### src/rtl/mux_arb_pkg.sv
// mux_arb_pkg: shared types for the mux-select round-robin arbiter
package mux_arb_pkg;
    localparam int NREQ = 4;
    typedef logic [NREQ-1:0] req_vec_t;
    typedef logic [1:0] id_t;
    typedef enum logic {IDLE, GRANT} arb_state_t;
endpackage

### src/rtl/rr_priority_pick.sv
// rr_priority_pick: first unmasked request scanning upward from ptr, wrapping 3 to 0
module rr_priority_pick
    import mux_arb_pkg::*;
(
    input  req_vec_t req,
    input  id_t      ptr,
    input  req_vec_t mask,
    output logic     found,
    output id_t      idx,
    output req_vec_t onehot
);
    req_vec_t m;
    id_t      k;
    always_comb begin
        m     = req & ~mask;
        found = 1'b0;
        idx   = '0;
        k     = '0;
        // scan farthest offset first so the nearest hit overwrites it
        for (int i = NREQ - 1; i >= 0; i--) begin
            k = ptr + id_t'(i);
            if (m[k]) begin
                found = 1'b1;
                idx   = k;
            end
        end
        onehot = found ? req_vec_t'(1) << idx : '0;
    end
endmodule

### src/rtl/mux_sel_rr_arbiter.sv
// mux_sel_rr_arbiter: burst-capped round-robin arbiter driving registered one-hot mux selects
module mux_sel_rr_arbiter
    import mux_arb_pkg::*;
#(
    parameter int MAX_BURST = 8
) (
    input  logic       clk,
    input  logic       rst_n,
    input  logic [3:0] req,
    input  logic [3:0] last,
    output logic       sel_a,
    output logic       sel_b,
    output logic       sel_c,
    output logic       sel_d,
    output logic [1:0] grant_id,
    output logic       busy
);
    localparam int CW = (MAX_BURST > 1) ? $clog2(MAX_BURST) : 1;
    arb_state_t state, state_n;
    id_t        ptr, ptr_n, gid, gid_n, pick_ptr, pick_idx;
    req_vec_t   sel, sel_n, pick_mask, pick_oh;
    logic       pick_found, rel;
    logic [CW-1:0] cnt, cnt_n;
    // while granted, the pick starts after the owner and excludes it
    assign pick_ptr  = (state == GRANT) ? gid + 2'd1 : ptr;
    assign pick_mask = (state == GRANT) ? req_vec_t'(1) << gid : '0;
    assign rel = !req[gid] || last[gid] || (cnt == CW'(MAX_BURST - 1));
    rr_priority_pick u_pick (
        .req    (req),
        .ptr    (pick_ptr),
        .mask   (pick_mask),
        .found  (pick_found),
        .idx    (pick_idx),
        .onehot (pick_oh)
    );
    always_comb begin
        state_n = state;
        ptr_n   = ptr;
        cnt_n   = cnt;
        sel_n   = sel;
        gid_n   = gid;
        if (state == IDLE) begin
            if (pick_found) begin
                state_n = GRANT;
                sel_n   = pick_oh;
                gid_n   = pick_idx;
                cnt_n   = '0;
            end
        end else if (rel) begin
            ptr_n = gid + 2'd1;
            cnt_n = '0;
            if (pick_found) begin
                sel_n = pick_oh;
                gid_n = pick_idx;
            end else if (!req[gid]) begin
                state_n = IDLE;
                sel_n   = '0;
                gid_n   = '0;
            end
        end else begin
            cnt_n = cnt + 1'b1;
        end
    end
    always_ff @(posedge clk or negedge rst_n) begin
        if (!rst_n) begin
            state <= IDLE;
            ptr   <= '0;
            cnt   <= '0;
            sel   <= '0;
            gid   <= '0;
        end else begin
            state <= state_n;
            ptr   <= ptr_n;
            cnt   <= cnt_n;
            sel   <= sel_n;
            gid   <= gid_n;
        end
    end
    assign {sel_d, sel_c, sel_b, sel_a} = sel;
    assign grant_id = gid;
    assign busy     = |sel;
endmodule

### config.mk
export PLATFORM = sky130hd
export DESIGN_NAME = mux_sel_rr_arbiter
export DESIGN_NICKNAME = d
export VERILOG_FILES = /design/src/rtl/mux_arb_pkg.sv /design/src/rtl/rr_priority_pick.sv /design/src/rtl/mux_sel_rr_arbiter.sv
export SDC_FILE = /design/constraint.sdc
export NUM_CORES = 1
export LEC_CHECK = 0
export CAP_MARGIN = 25
export CORE_AREA = 2 2 45 47
export CTS_BUF_LIST = sky130_fd_sc_hd__clkbuf_4 sky130_fd_sc_hd__clkbuf_8 sky130_fd_sc_hd__clkbuf_16
export CTS_CLUSTER_SIZE = 16
export DETAILED_ROUTE_END_ITERATION = 10
export DIE_AREA = 0 0 47 49
export GPL_ROUTABILITY_DRIVEN = 0
export HOLD_SLACK_MARGIN = 0.06
export PLACE_DENSITY_LB_ADDON = 0.2
export SYNTH_ARGS = -nofsm -noshare
export SYNTH_HDL_FRONTEND = slang
export SYNTH_SLANG_ARGS = --single-unit
### constraint.sdc
create_clock -name clk -period 2.35 [get_ports clk]
set_clock_uncertainty 0.15 [all_clocks]
set_input_delay 0.235 -clock clk [delete_from_list [all_inputs] [get_ports clk]]
set_output_delay 0.235 -clock clk [all_outputs]
set_load 0.02 [all_outputs]
==> impl_metrics.env <==
export IMPL_root_buffer="clkbuf_4"
export IMPL_drtIter0Drc=10
export IMPL_chipWidth_um=47
export IMPL_maxSlewViolCount=0
export IMPL_max_freq_mhz=456.5
export IMPL_clk_latency_ns=0.27
export IMPL_syn_area_um2=825.8
export IMPL_ir_drop_mv=0.5893
export IMPL_yosysWarnings=0
export IMPL_cts_tree="yes"
export IMPL_period_needed_ns=2.191
export IMPL_cp_slowest_stage_delay_ns=0.51
export IMPL_die_area_um2=2303
export IMPL_clk_pin_slew_ns=0.07
export IMPL_p_per_area_nw_per_um2=1332
export IMPL_io_pins=17
export IMPL_relSlewSlack=0.6466
export IMPL_synth_top_area_cell="dfrtp_1"
export IMPL_startpoint_type="flip-flop"
export IMPL_synth_distinct_cells=33
export IMPL_critical_path_depth=6
export IMPL_cp_startpoint="grant_id[0]$_DFFE_PN0P_"
export IMPL_hold_violations=0
export IMPL_seq_area_frac_synth=0.3636
export IMPL_drv_cap=0
export IMPL_rsz0062_at_grt="false"
export IMPL_wl_um=1838
export IMPL_cts_buffers=3
export IMPL_synth_seq_cells=12
export IMPL_reg2reg_from="grant_id[0]$_DFFE_PN0P_"
export IMPL_status="complete, no violations"
export IMPL_rows=16
export IMPL_nets=112
export IMPL_cts_hold_buf=0
export IMPL_worstSetupEndpointType="flip-flop"
export IMPL_synth_edf_count=0
export IMPL_crit_slowest_cell="a221oi_1"
export IMPL_seqCellArea_um2=300.3
export IMPL_ctsHtreeMaxLevel=1
export IMPL_crit_type="flip-flop to flip-flop"
export IMPL_synthTopCellsByCount="dfrtp_1, nand3_1, ha_1"
export IMPL_dr_pass1_iters=4
export IMPL_syn_nets=90
export IMPL_critPathMaxFanout=6
export IMPL_ys_top_cells_by_area="dfrtp_1, ha_1, mux4_2, nand3_1, mux2_2"
export IMPL_syn_inst=74
export IMPL_avgSynthCellArea_um2=11.16
export IMPL_grt_ovfl_total=0
export IMPL_postRouteAntennaNets=0
export IMPL_drc=0
export IMPL_vias_per_cell=5.434
export IMPL_worst_ep_required_time_ns=2.34
export IMPL_wl_per_cell_um=15.07
export IMPL_cts_path_max_buffers=2
export IMPL_fillerInstances=171
export IMPL_port_buffers=16
export IMPL_grt_max_degree=13
export IMPL_synth_async_reset_ratio=1.000
export IMPL_synth_most_common_cell="dfrtp_1"
export IMPL_dpl_hpwl_um=1461
export IMPL_clkSinkCount=12
export IMPL_ctsResizeCount=0
export IMPL_die_h_um=49
export IMPL_postLayoutCoreUtil=0.5768
export IMPL_grt_pass1_wl_um=3249
export IMPL_post_route_period_util=0.9322
export IMPL_setup_violations=0
export IMPL_tns_ns=0
export IMPL_antenna_found_initial=0
export IMPL_cts_setup_buffers=0
export IMPL_multi_input_area_um2=494.2
export IMPL_core_area_um2=1842
export IMPL_leakage_nw=0.4556
export IMPL_arrival_ns=2.18
export IMPL_r2r_cells=6
export IMPL_tightest_slew_ns=0.5285
export IMPL_hold_path_class="primary input to asynchronous set/reset pin"
export IMPL_synth_top_cell_area_share=0.3636
export IMPL_num_vias=663
export IMPL_first_global_vias=730
export IMPL_start_util=0.4484
export IMPL_drive_gt1_frac=0.1895
export IMPL_critPathBufInv=1
export IMPL_cp_cell_sequence="inv_1 -> ha_1 -> mux2_2 -> mux2i_1 -> a221oi_1 -> o31ai_1"
export IMPL_syn_to_final_growth_pct=28.64
export IMPL_cp_top_family="compound AO/OA/AOI/OAI gates"
export IMPL_n_antenna_cell=0
export IMPL_ys_flop_type="dfrtp_1"
export IMPL_grt_use_total=0.1977
[state kept, by name, summed over array words and instances, names as in the netlist]
name	count
cnt	3
grant_id	2
ptr	2
sel	4
state	1
[metal layers]
metal | GRT usage | wire [µm] | vias to the layer above
li1 | - | - | 327
met1 | 0.2464 | 814 | 319
met2 | 0.3242 | 957 | 15
met3 | 0.02593 | 51 | 2
met4 | 0.09259 | 15 | 0
met5 | 0 | 0 | -
[final cells by class]
type                    count  share of cell area
multi-input cells          56              0.4653
flip-flops and latches     12              0.2827
repair buffers             19              0.1720
clock buffers               4             0.03416
well taps                  27             0.03180
inverters                   4             0.01413
[path summary, 6_finish.rpt]
path | end | slack, ns
min in group clk | ptr[1]$_DFFE_PN0P_ | 0.36
hold reg to reg | ptr[1]$_DFFE_PN0P_ | 0.36
max in group asynchronous | sel[3]$_DFFE_PN0P_ | 1.55
setup / recovery | sel[2]$_DFFE_PN0P_ | 0.16
setup reg to reg | sel[2]$_DFFE_PN0P_ | 0.16
hold / removal | sel[0]$_DFFE_PN0P_ | 0.15
[where the power goes]
part | switching [W] | total, W | leakage (nW) | internal, W
logic | 0.000496 | 0.000916 | 0.284 | 0.000420
clock network | 0.0000699 | 0.000164 | 0.0210 | 0.0000942
registers | 0.0000502 | 0.000335 | 0.151 | 0.000285
[stage by stage]
| stage | cell area [µm²] | cells | power, W | setup slack [ns] | hold slack [ns] |
|---|---|---|---|---|---|
| final | 1062 | 122 | 0.001415 | 0.1593 | 0.1539 |
| after floorplan | 825.8 | 74 | 0.0009939 | 0.04489 | -0.2106 |
| after global routing | 1062 | 122 | 0.001536 | 0.02163 | 0.2101 |
| after detailed placement | 1026 | 118 | 0.001257 | 0.1307 | 0.3404 |
| after global placement | 1026 | 118 | 0.001236 | 0.1400 | 0.3258 |
| after CTS | 1062 | 122 | 0.001428 | 0.1604 | 0.1743 |
[placed cells by master (no fill, tap or decap), types with 2 or more instances in the layout]
| cell type | Yosys | layout |
|---|---|---|
| nand3_1 | 7 | 7 |
| inv_1 | 4 | 4 |
| dfrtp_1 | 12 | 12 |
| mux2i_1 | 2 | 2 |
| buf_4 | 0 | 3 |
| nand2b_1 | 3 | 3 |
| ha_1 | 6 | 6 |
| mux2_2 | 3 | 3 |
| clkdlybuf4s50_1 | 0 | 16 |
| clkbuf_4 | 0 | 3 |
| o31ai_2 | 2 | 2 |
| o21ai_0 | 3 | 3 |
| o31ai_1 | 2 | 2 |
| nand2_1 | 3 | 3 |
| nor2_1 | 2 | 2 |
| a21boi_1 | 2 | 2 |
| o21ai_1 | 2 | 2 |
| a22o_1 | 2 | 2 |
| mux4_2 | 2 | 2 |
[kinds of logic after synthesis]
| group | Yosys count | share of synthesized area |
|---|---|---|
| AOI/OAI and AO/OA | 22 | 0.2364 |
| and+or+nand+nor | 20 | 0.1379 |
| DFF | 12 | 0.3636 |
| muxes | 8 | 0.1333 |
| buffers and inverters | 6 | 0.03787 |
| adders and majority gates | 6 | 0.09091 |
No activity file was read; power rests on OpenSTA's default activity.
